===== src/rtl/reg_rom_pkg.sv =====
// Shared defaults, reset-time constant table and streamer state encoding.
package reg_rom_pkg;

    localparam int DEF_DATA_W = 16;
    localparam int DEF_ADDR_W = 6;
    localparam int INIT_WORDS = 64;

    typedef enum logic {
        IDLE,
        STREAM
    } state_t;

    localparam logic [15:0] INIT_TABLE [0:INIT_WORDS-1] = '{
        16'hdcdc, 16'h34b2, 16'h8faa, 16'h0000, 16'h4e1d, 16'h91c3, 16'ha507, 16'h3f68,
        16'h6b2a, 16'hc0d9, 16'h17e4, 16'h5f31, 16'he88c, 16'h2d45, 16'hb9f0, 16'h0473,
        16'h78f6, 16'hc35a, 16'h9e01, 16'h41bd, 16'h5a27, 16'hf6c8, 16'h0d93, 16'ha34e,
        16'h12f5, 16'h8b6e, 16'he7a0, 16'h3c19, 16'hd4b7, 16'h6f82, 16'h205d, 16'h99ca,
        16'h5e3f, 16'hb014, 16'h07c6, 16'hfa79, 16'h4d20, 16'h81e3, 16'hc68b, 16'h3a54,
        16'he10f, 16'h7c92, 16'h2bd8, 16'h956d, 16'h0fa1, 16'hd83c, 16'h64e7, 16'ha97b,
        16'h2b7e, 16'h1516, 16'h28ae, 16'hd2a6, 16'habf7, 16'h1588, 16'h09cf, 16'h4f3c,
        16'h8e73, 16'hf0b9, 16'h36d4, 16'hc125, 16'h5b8a, 16'h97e2, 16'hb663, 16'h0ca6
    };

    // Default contents of word idx; storage deeper than the table resets to zero.
    function automatic logic [15:0] init_word(input int unsigned idx);
        if (idx < INIT_WORDS) begin
            return INIT_TABLE[idx];
        end
        return '0;
    endfunction

endpackage


===== src/rtl/reg_rom_stream_seq.sv =====
// Burst streamer: FSM, pointer/remaining counters and valid/ready output registers.
module reg_rom_stream_seq
    import reg_rom_pkg::*;
#(
    parameter int DATA_W = DEF_DATA_W,
    parameter int ADDR_W = DEF_ADDR_W,
    parameter int LEN_W  = ADDR_W + 1
) (
    input  logic              clk,
    input  logic              rst,
    input  logic              burst_start,
    input  logic [ADDR_W-1:0] burst_addr,
    input  logic [LEN_W-1:0]  burst_len,
    input  logic              out_ready,
    output logic [ADDR_W-1:0] fetch_addr,
    input  logic [DATA_W-1:0] fetch_data,
    output logic              burst_busy,
    output logic              out_valid,
    output logic [DATA_W-1:0] out_data,
    output logic              out_last
);

    state_t              state;
    state_t              state_nxt;
    logic [ADDR_W-1:0]   ptr;
    logic [ADDR_W-1:0]   ptr_nxt;
    logic [LEN_W-1:0]    rem;
    logic [LEN_W-1:0]    rem_nxt;
    logic                valid_nxt;
    logic                last_nxt;
    logic                busy_nxt;
    logic [DATA_W-1:0]   data_nxt;

    // State and datapath registers; reset aborts any burst in flight.
    always_ff @(posedge clk or posedge rst) begin
        if (rst) begin
            state      <= IDLE;
            ptr        <= '0;
            rem        <= '0;
            out_valid  <= 1'b0;
            out_last   <= 1'b0;
            burst_busy <= 1'b0;
            out_data   <= '0;
        end else begin
            state      <= state_nxt;
            ptr        <= ptr_nxt;
            rem        <= rem_nxt;
            out_valid  <= valid_nxt;
            out_last   <= last_nxt;
            burst_busy <= busy_nxt;
            out_data   <= data_nxt;
        end
    end

    // Next-state logic; the fetch address always points at the word to load on this edge.
    always_comb begin
        state_nxt  = state;
        ptr_nxt    = ptr;
        rem_nxt    = rem;
        valid_nxt  = out_valid;
        last_nxt   = out_last;
        busy_nxt   = burst_busy;
        data_nxt   = out_data;
        fetch_addr = ptr + ADDR_W'(1);
        unique case (state)
            IDLE: begin
                fetch_addr = burst_addr;
                if (burst_start && (burst_len != '0)) begin
                    ptr_nxt   = burst_addr;
                    rem_nxt   = burst_len;
                    data_nxt  = fetch_data;
                    valid_nxt = 1'b1;
                    last_nxt  = (burst_len == LEN_W'(1));
                    busy_nxt  = 1'b1;
                    state_nxt = STREAM;
                end
            end
            STREAM: begin
                if (out_valid && out_ready) begin
                    if (!out_last) begin
                        ptr_nxt  = ptr + ADDR_W'(1);
                        rem_nxt  = rem - LEN_W'(1);
                        data_nxt = fetch_data;
                        last_nxt = (rem == LEN_W'(2));
                    end else begin
                        valid_nxt = 1'b0;
                        last_nxt  = 1'b0;
                        busy_nxt  = 1'b0;
                        state_nxt = IDLE;
                    end
                end
            end
            default: state_nxt = IDLE;
        endcase
    end

endmodule


===== src/rtl/reg_rom_stream.sv =====
// Reset-initialised word store with legacy read port, patch port and burst streamer.
module reg_rom_stream
    import reg_rom_pkg::*;
#(
    parameter int DATA_W = DEF_DATA_W,
    parameter int ADDR_W = DEF_ADDR_W,
    parameter int LEN_W  = ADDR_W + 1
) (
    input  logic              CLK,
    input  logic              rst,
    input  logic              CEN,
    input  logic [ADDR_W-1:0] A,
    output logic [DATA_W-1:0] Q,
    input  logic              we,
    input  logic [ADDR_W-1:0] wa,
    input  logic [DATA_W-1:0] wd,
    input  logic              burst_start,
    input  logic [ADDR_W-1:0] burst_addr,
    input  logic [LEN_W-1:0]  burst_len,
    output logic              burst_busy,
    output logic              out_valid,
    input  logic              out_ready,
    output logic [DATA_W-1:0] out_data,
    output logic              out_last
);

    localparam int unsigned DEPTH = 2 ** ADDR_W;

    logic [DATA_W-1:0] mem [DEPTH];
    logic [ADDR_W-1:0] fetch_addr;
    logic [DATA_W-1:0] fetch_data;

    // Storage: reset reloads the constant table; writes land at the edge so
    // same-cycle readers see the previous word.
    always_ff @(posedge CLK or posedge rst) begin
        if (rst) begin
            for (int unsigned i = 0; i < DEPTH; i++) begin
                mem[i] <= DATA_W'(init_word(i));
            end
        end else if (we) begin
            mem[wa] <= wd;
        end
    end

    // Legacy registered read, enabled by active-low CEN.
    always_ff @(posedge CLK or posedge rst) begin
        if (rst) begin
            Q <= '0;
        end else if (!CEN) begin
            Q <= mem[A];
        end
    end

    assign fetch_data = mem[fetch_addr];

    reg_rom_stream_seq #(
        .DATA_W(DATA_W),
        .ADDR_W(ADDR_W),
        .LEN_W (LEN_W)
    ) u_seq (
        .clk        (CLK),
        .rst        (rst),
        .burst_start(burst_start),
        .burst_addr (burst_addr),
        .burst_len  (burst_len),
        .out_ready  (out_ready),
        .fetch_addr (fetch_addr),
        .fetch_data (fetch_data),
        .burst_busy (burst_busy),
        .out_valid  (out_valid),
        .out_data   (out_data),
        .out_last   (out_last)
    );

endmodule


===== config.mk =====
export PLATFORM = sky130hd
export DESIGN_NAME = reg_rom_stream
export DESIGN_NICKNAME = d
export VERILOG_FILES = /design/src/rtl/reg_rom_pkg.sv /design/src/rtl/reg_rom_stream_seq.sv /design/src/rtl/reg_rom_stream.sv
export SDC_FILE = /design/constraint.sdc
export NUM_CORES = 2
export LEC_CHECK = 0
export CORE_MARGIN = 4
export CORE_UTILIZATION = 39
export DETAILED_ROUTE_END_ITERATION = 10
export HOLD_SLACK_MARGIN = 0.02
export PLACE_DENSITY = 0.58
export SLEW_MARGIN = 20
export SYNTH_ARGS = -nofsm -noshare
export SYNTH_HDL_FRONTEND = slang
export SYNTH_SLANG_ARGS = --single-unit

===== constraint.sdc =====
create_clock -name CLK -period 47.8 [get_ports CLK]
set_input_delay 9.56 -clock CLK [delete_from_list [all_inputs] [get_ports CLK]]
set_output_delay 9.56 -clock CLK [all_outputs]
set_load 0.1 [all_outputs]

Word level (Yosys, flattened, before mapping)
Cells that the tools add are included.
{"block": "op_classes", "multipliers": 0, "reduce_logical": 7, "shift": 0, "bitwise": 4, "order_cmp": 4, "addsub": 2, "div_mod_pow": 0, "n_eq_ne": 6, "mux": 34}
{"operator": "1024-bit bitwise mux", "count": 1}
{"operator": "16-bit binary-select mux with 6-bit select", "count": 2}
{"operator": "16-bit two-way mux", "count": 8}
{"operator": "16-bit demux with 6-bit select", "count": 1}
{"operator": "16-bit case mux with 2 select lines", "count": 1}
{"operator": "6-bit two-way mux", "count": 4}
{"operator": "7-bit greater-or-equal comparator, second input constant", "count": 3}
{"operator": "7-bit two-way mux", "count": 3}
{"operator": "6-bit inverter with 7-bit output", "count": 3}
{"operator": "7-bit case mux with 2 select lines", "count": 1}
{"operator": "6-bit case mux with 2 select lines", "count": 1}
{"operator": "1-bit two-way mux", "count": 9}
{"operator": "7-bit by 1-bit equality test with 1-bit output, second input constant", "count": 1}
{"operator": "7-bit by 2-bit equality test with 1-bit output, second input constant", "count": 1}
{"operator": "7-bit by 1-bit less-than comparator with 1-bit output, second input constant", "count": 1}
{"operator": "7-bit nonzero test", "count": 1}
{"operator": "7-bit by 1-bit subtractor with 7-bit output, second input constant", "count": 1}
{"operator": "6-bit by 1-bit adder with 6-bit output, second input constant", "count": 1}
{"operator": "1-bit case mux with 2 select lines", "count": 3}
{"operator": "3-bit AND reduction", "count": 2}
{"operator": "2-bit by 1-bit != test with 1-bit output, second input constant", "count": 2}
{"operator": "2-bit != test, second input constant", "count": 2}
{"operator": "1-bit logical AND", "count": 3}
{"operator": "2-bit AND reduction", "count": 1}
{"operator": "1-bit inverter", "count": 1}
{"block": "word_totals", "latchBits": 0, "ramBits": 0, "output_inout_bits": 35, "elab_cells": 128, "inputBits": 47, "regBits": 1072, "rom_bits": 0, "n_memories": 0}

Logic depth before layout (Yosys ltp)
{"block": "logic_depth", "depth_word": 9, "mapped_depth": 13, "depth_no_buf": 8}

Hierarchy
From an unflattened synthesis, not the netlist that was laid out.
{"block": "unflattened", "cells_unflattened": 3879, "hier_area_um2": 57086.0}
{"mod": "reg_rom_stream", "n_inst": 1, "seq_area_each_um2": 26654.3, "area_each_um2": 55391.9, "cells_per_inst": 3738}
{"mod": "reg_rom_stream_seq", "n_inst": 1, "seq_area_each_um2": 800.8, "area_each_um2": 1694.1, "cells_per_inst": 141}

Worst setup path after synthesis
No wires, ideal clock.
{"block": "synth_timing", "path_kind": "input port to flip-flop", "startpoint": "input A[2]", "endpoint": "register Q[3]", "required_ns": 47.674, "setup_slack_ns": 35.718, "arrival_time_ns": 11.956, "cell_stages": 6, "setup_ns": 0.126, "n_path_buf": 2, "cell_sequence": "clkbuf_1 clkbuf_1 mux4_2 mux4_2 mux4_2 mux2_2"}
{"block": "synth_between", "elab_chain_cells": 4}
{"item": "start, declared", "line_no": "reg_rom_stream.sv:12", "source": "input logic [ADDR_W-1:0] A,"}
{"item": "6-bit inverter with 7-bit output (implied by the code)", "line_no": "reg_rom_stream.sv:50", "source": "Q <= mem[A];"}
{"item": "16-bit binary-select mux with 6-bit select", "line_no": "reg_rom_stream.sv:50"}
{"item": "16-bit two-way mux (implied by the code) (2 in series)", "line_no": "reg_rom_stream.sv:50"}
{"item": "end signal, assigned", "line_no": "reg_rom_stream.sv:50"}
{"item": "end, declared", "line_no": "reg_rom_stream.sv:13", "source": "output logic [DATA_W-1:0] Q,"}
No other way between the ends. The select of a mux whose other input is x is not followed.
A chain may end at the register's enable or synchronous reset.

Worst setup path after layout
{"block": "layout_timing", "startpoint": "input A[0]", "endpoint": "register Q[1]"}
The elaborated chain is that of the path after synthesis.

==> results.yml <==
clock_network:
  h-tree-depth: 3
  cts-buffers-inserted: 120
  clkLatencyLatePin_ns: 0.74
  cts_resized: 0
  clockBufferDepth: 3
  cts_root_buffer: "clkbuf_16"
  clkTransAtPathRegs_ns: 0.06
  cts_setup_buffers: 0
  cts_hold_buf: 0
  cts_tree: "built"
  cts.sinks: 1072
finish:
  final_cell_mix: "1,114 x mux2_2, 569 x dfrtp_1, 512 x nand2_1"
  final_util_pct: 43.8
  fillers: 13500
  layout.nets: 4345
  final_common_cell: "mux2_2"
  multi_input_area_um2: 29400
  area_delta_synth_final_pct: 11.4
  seqCellArea_um2: 27500
  layout-drive-gt1-share_pct: 54.7
run:
  cap_violations: 0
sta:
  rsz0062_at_grt: "false"
  final.setup.worst_slack_ns: 33.82
  maxSlewViolCount: 0
  fmax_ghz: 0.0715
  finalCriticalPeriod_ns: 13.98
  hold_violations: 0
  fin_setup_tns_ns: 0
  fin_skew_ns: 0.0201
  timing.slew.headroom_pct: 21.5
  setup_viol: 0
  post-route-period-util_pct: 29.2
  tightestPinTransition_ns: 1.18
floorplanning:
  die_h_um: 395
  start_util_pct: 39.3
  io_pins: 82
  die_x_um: 395
  fp.coreArea_um2: 148000
  dieArea_um2: 156000
  rows: 141
setup_path:
  cp-end-kind: "register"
  reg2reg_from: "u_seq.state"
  cp-start-kind: "primary input"
  cp-startpoint: "A[0]"
  crit_type: "in -> reg"
  crit_fanout: 67
  cp.arrival_ns: 14.60
  worstPathRequired_ns: 48.42
  reg2reg_depth: 11
placed_design:
  dpl_worst_slack_ns: 32.98
  dpl.hpwl_um: 115000
  io_buffers: 81
  gp_congestion: 0.835
pwr:
  power_w: 0.00248
  p_per_area_nw_per_um2: 38.2
  vdd_ir_drop_max_mv: 0.0301
  leakage_nw: 26.8
logic_synthesis:
  yosysWarnings: 0
  ys_seq_area_share_pct: 47.1
  synth_top_area_share_pct: 24.4
  async_flop_share_pct: 100
  avgSynthCellArea_um2: 13.2
  synth_edf_count: 0
  synth.distinct_cells: 62
  synthFlopType: "dfrtp_1"
  synth.cell_area_um2: 58300
  synth-seq-cells: 1072
  synth_cells: 4425
  synth_fp_nets: 4475
  yosys-top-cells-area: "dfrtp_1 24%, dfstp_2 23%, mux2_2 22%, mux4_2 15%, nand2_1 3.4%"
  yosysTopAreaCell: "dfrtp_1"
detailed_routing:
  routedWlPerCell_um: 31.1
  routed_via_density: 6.30
  dr.first_iter.drc_count: 4078
  vias: 39900
  ant_nets: 0
  postRouteWirelength_um: 197000
  firstDrtPassIters: 6
  drc: 0
status:
  run_status: "completed"
global_routing:
  grt_pass1_vias: 39900
  grt_first_pass_wirelength_um: 288000
  grt_max_degree: 161
  grt_usage_pct: 24.8
  antenna_found_initial: 4
  grt_overflow: 0
hold_path:
  hold_path.class: "reg -> reg"
  whs_path_depth: 2
  hp-start: "u_seq.ptr[5]"
-- per-stage QoR --
stage	cell area (µm²)	hold slack, ns	instances
after global placement	60800	0.486	6102
after detailed placement	60900	0.493	6103
after global routing	64900	0.535	6332
after floorplan	58300	0.466	4425
final	64900	0.515	6332
after CTS	64900	0.508	6331
-- state kept, by name, summed over array words and instances, names as in the netlist --
name / count
u_seq.state: 1
mem: 1024
u_seq.burst_busy: 1
u_seq.ptr: 6
u_seq.rem: 7
Q: 16
u_seq.out_data: 16
u_seq.out_last: 1
-- final timing paths --
check	endpoint	slack, ns
worst max-delay path	Q[1]	33.82
worst min-delay path	u_seq.ptr[5]	0.51
worst max register to register	u_seq.out_data[5]	42.53
worst min register to register	u_seq.ptr[5]	0.51
max in group asynchronous	mem[826]	34.51
min in group asynchronous	mem[419]	9.39
-- where the power goes --
group	leakage (nW)	internal (W)	switching [W]
Combinational	12.0	0.000203	0.000166
Clock	1.99	0.000552	0.000397
Sequential	12.8	0.00107	0.0000927
Total	26.8	0.00182	0.000656
-- cells by family after synthesis --
kind of cell / synth area share (%)
muxes: 38.2
adders and majority gates: 0.0644
buffers and inverters: 3.23
and+or+nand+nor: 7.45
xor gates and xnor gates: 0.0451
DFF: 47.1
AOI/OAI and AO/OA: 3.94
-- critical path, cell delays in order --
cell	delay (ns)
buf_8	0.58
buf_4	0.82
buf_4	0.85
buf_4	0.82
mux4_2	0.61
mux4_2	0.52
mux4_2	0.47
mux2_2	0.27
-- cell usage after synthesis (3+ instances only) --
| master | instances |
|---|---|
| mux2_2 | 1115 |
| dfrtp_1 | 569 |
| nand2_1 | 523 |
| dfstp_2 | 503 |
| mux4_2 | 383 |
| clkbuf_1 | 281 |
| nand3_1 | 198 |
| mux2i_1 | 106 |
| buf_2 | 103 |
| and3_1 | 81 |
| a211oi_1 | 63 |
| nor2_1 | 60 |
| o22ai_1 | 53 |
| a21oi_1 | 46 |
| buf_1 | 41 |
| a31oi_1 | 31 |
| nand4_1 | 31 |
| nor3_1 | 26 |
| buf_4 | 16 |
| o21ai_0 | 16 |
| a2111oi_0 | 14 |
| and2_1 | 14 |
| o211ai_1 | 13 |
| a211o_1 | 12 |
| a221oi_1 | 11 |
| a32oi_1 | 10 |
| a311oi_1 | 9 |
| nand2b_1 | 9 |
| o31ai_1 | 9 |
| o41ai_1 | 8 |
| nor4_1 | 7 |
| a22oi_1 | 6 |
| or2_2 | 6 |
| a21o_1 | 5 |
| nor2b_1 | 5 |
| a221o_1 | 4 |
| a311o_1 | 4 |
| inv_1 | 4 |
| ha_1 | 3 |
-- cell type report --
type                    count  area share (%)
flip-flops and latches   1072            42.3
diodes                      1         0.00385
well taps                1930            3.72
clock buffers             182            5.57
inverters                   5          0.0405
clock inverters            46           0.651
repair buffers            191            2.52
multi-input cells        2905            45.2
-- routing by layer --
| metal | up-vias | track usage, % | part of all wire (%) |
|---|---|---|---|
| li1 | 16300 | - | - |
| met4 | 2 | 9.38 | 4.2 |
| met5 | - | 0 | 0.0066 |
| met1 | 21400 | 35.1 | 43 |
| met3 | 437 | 4.83 | 7.7 |
| met2 | 1749 | 37.9 | 45 |
Note: power is estimated with default switching activity, not from simulation.
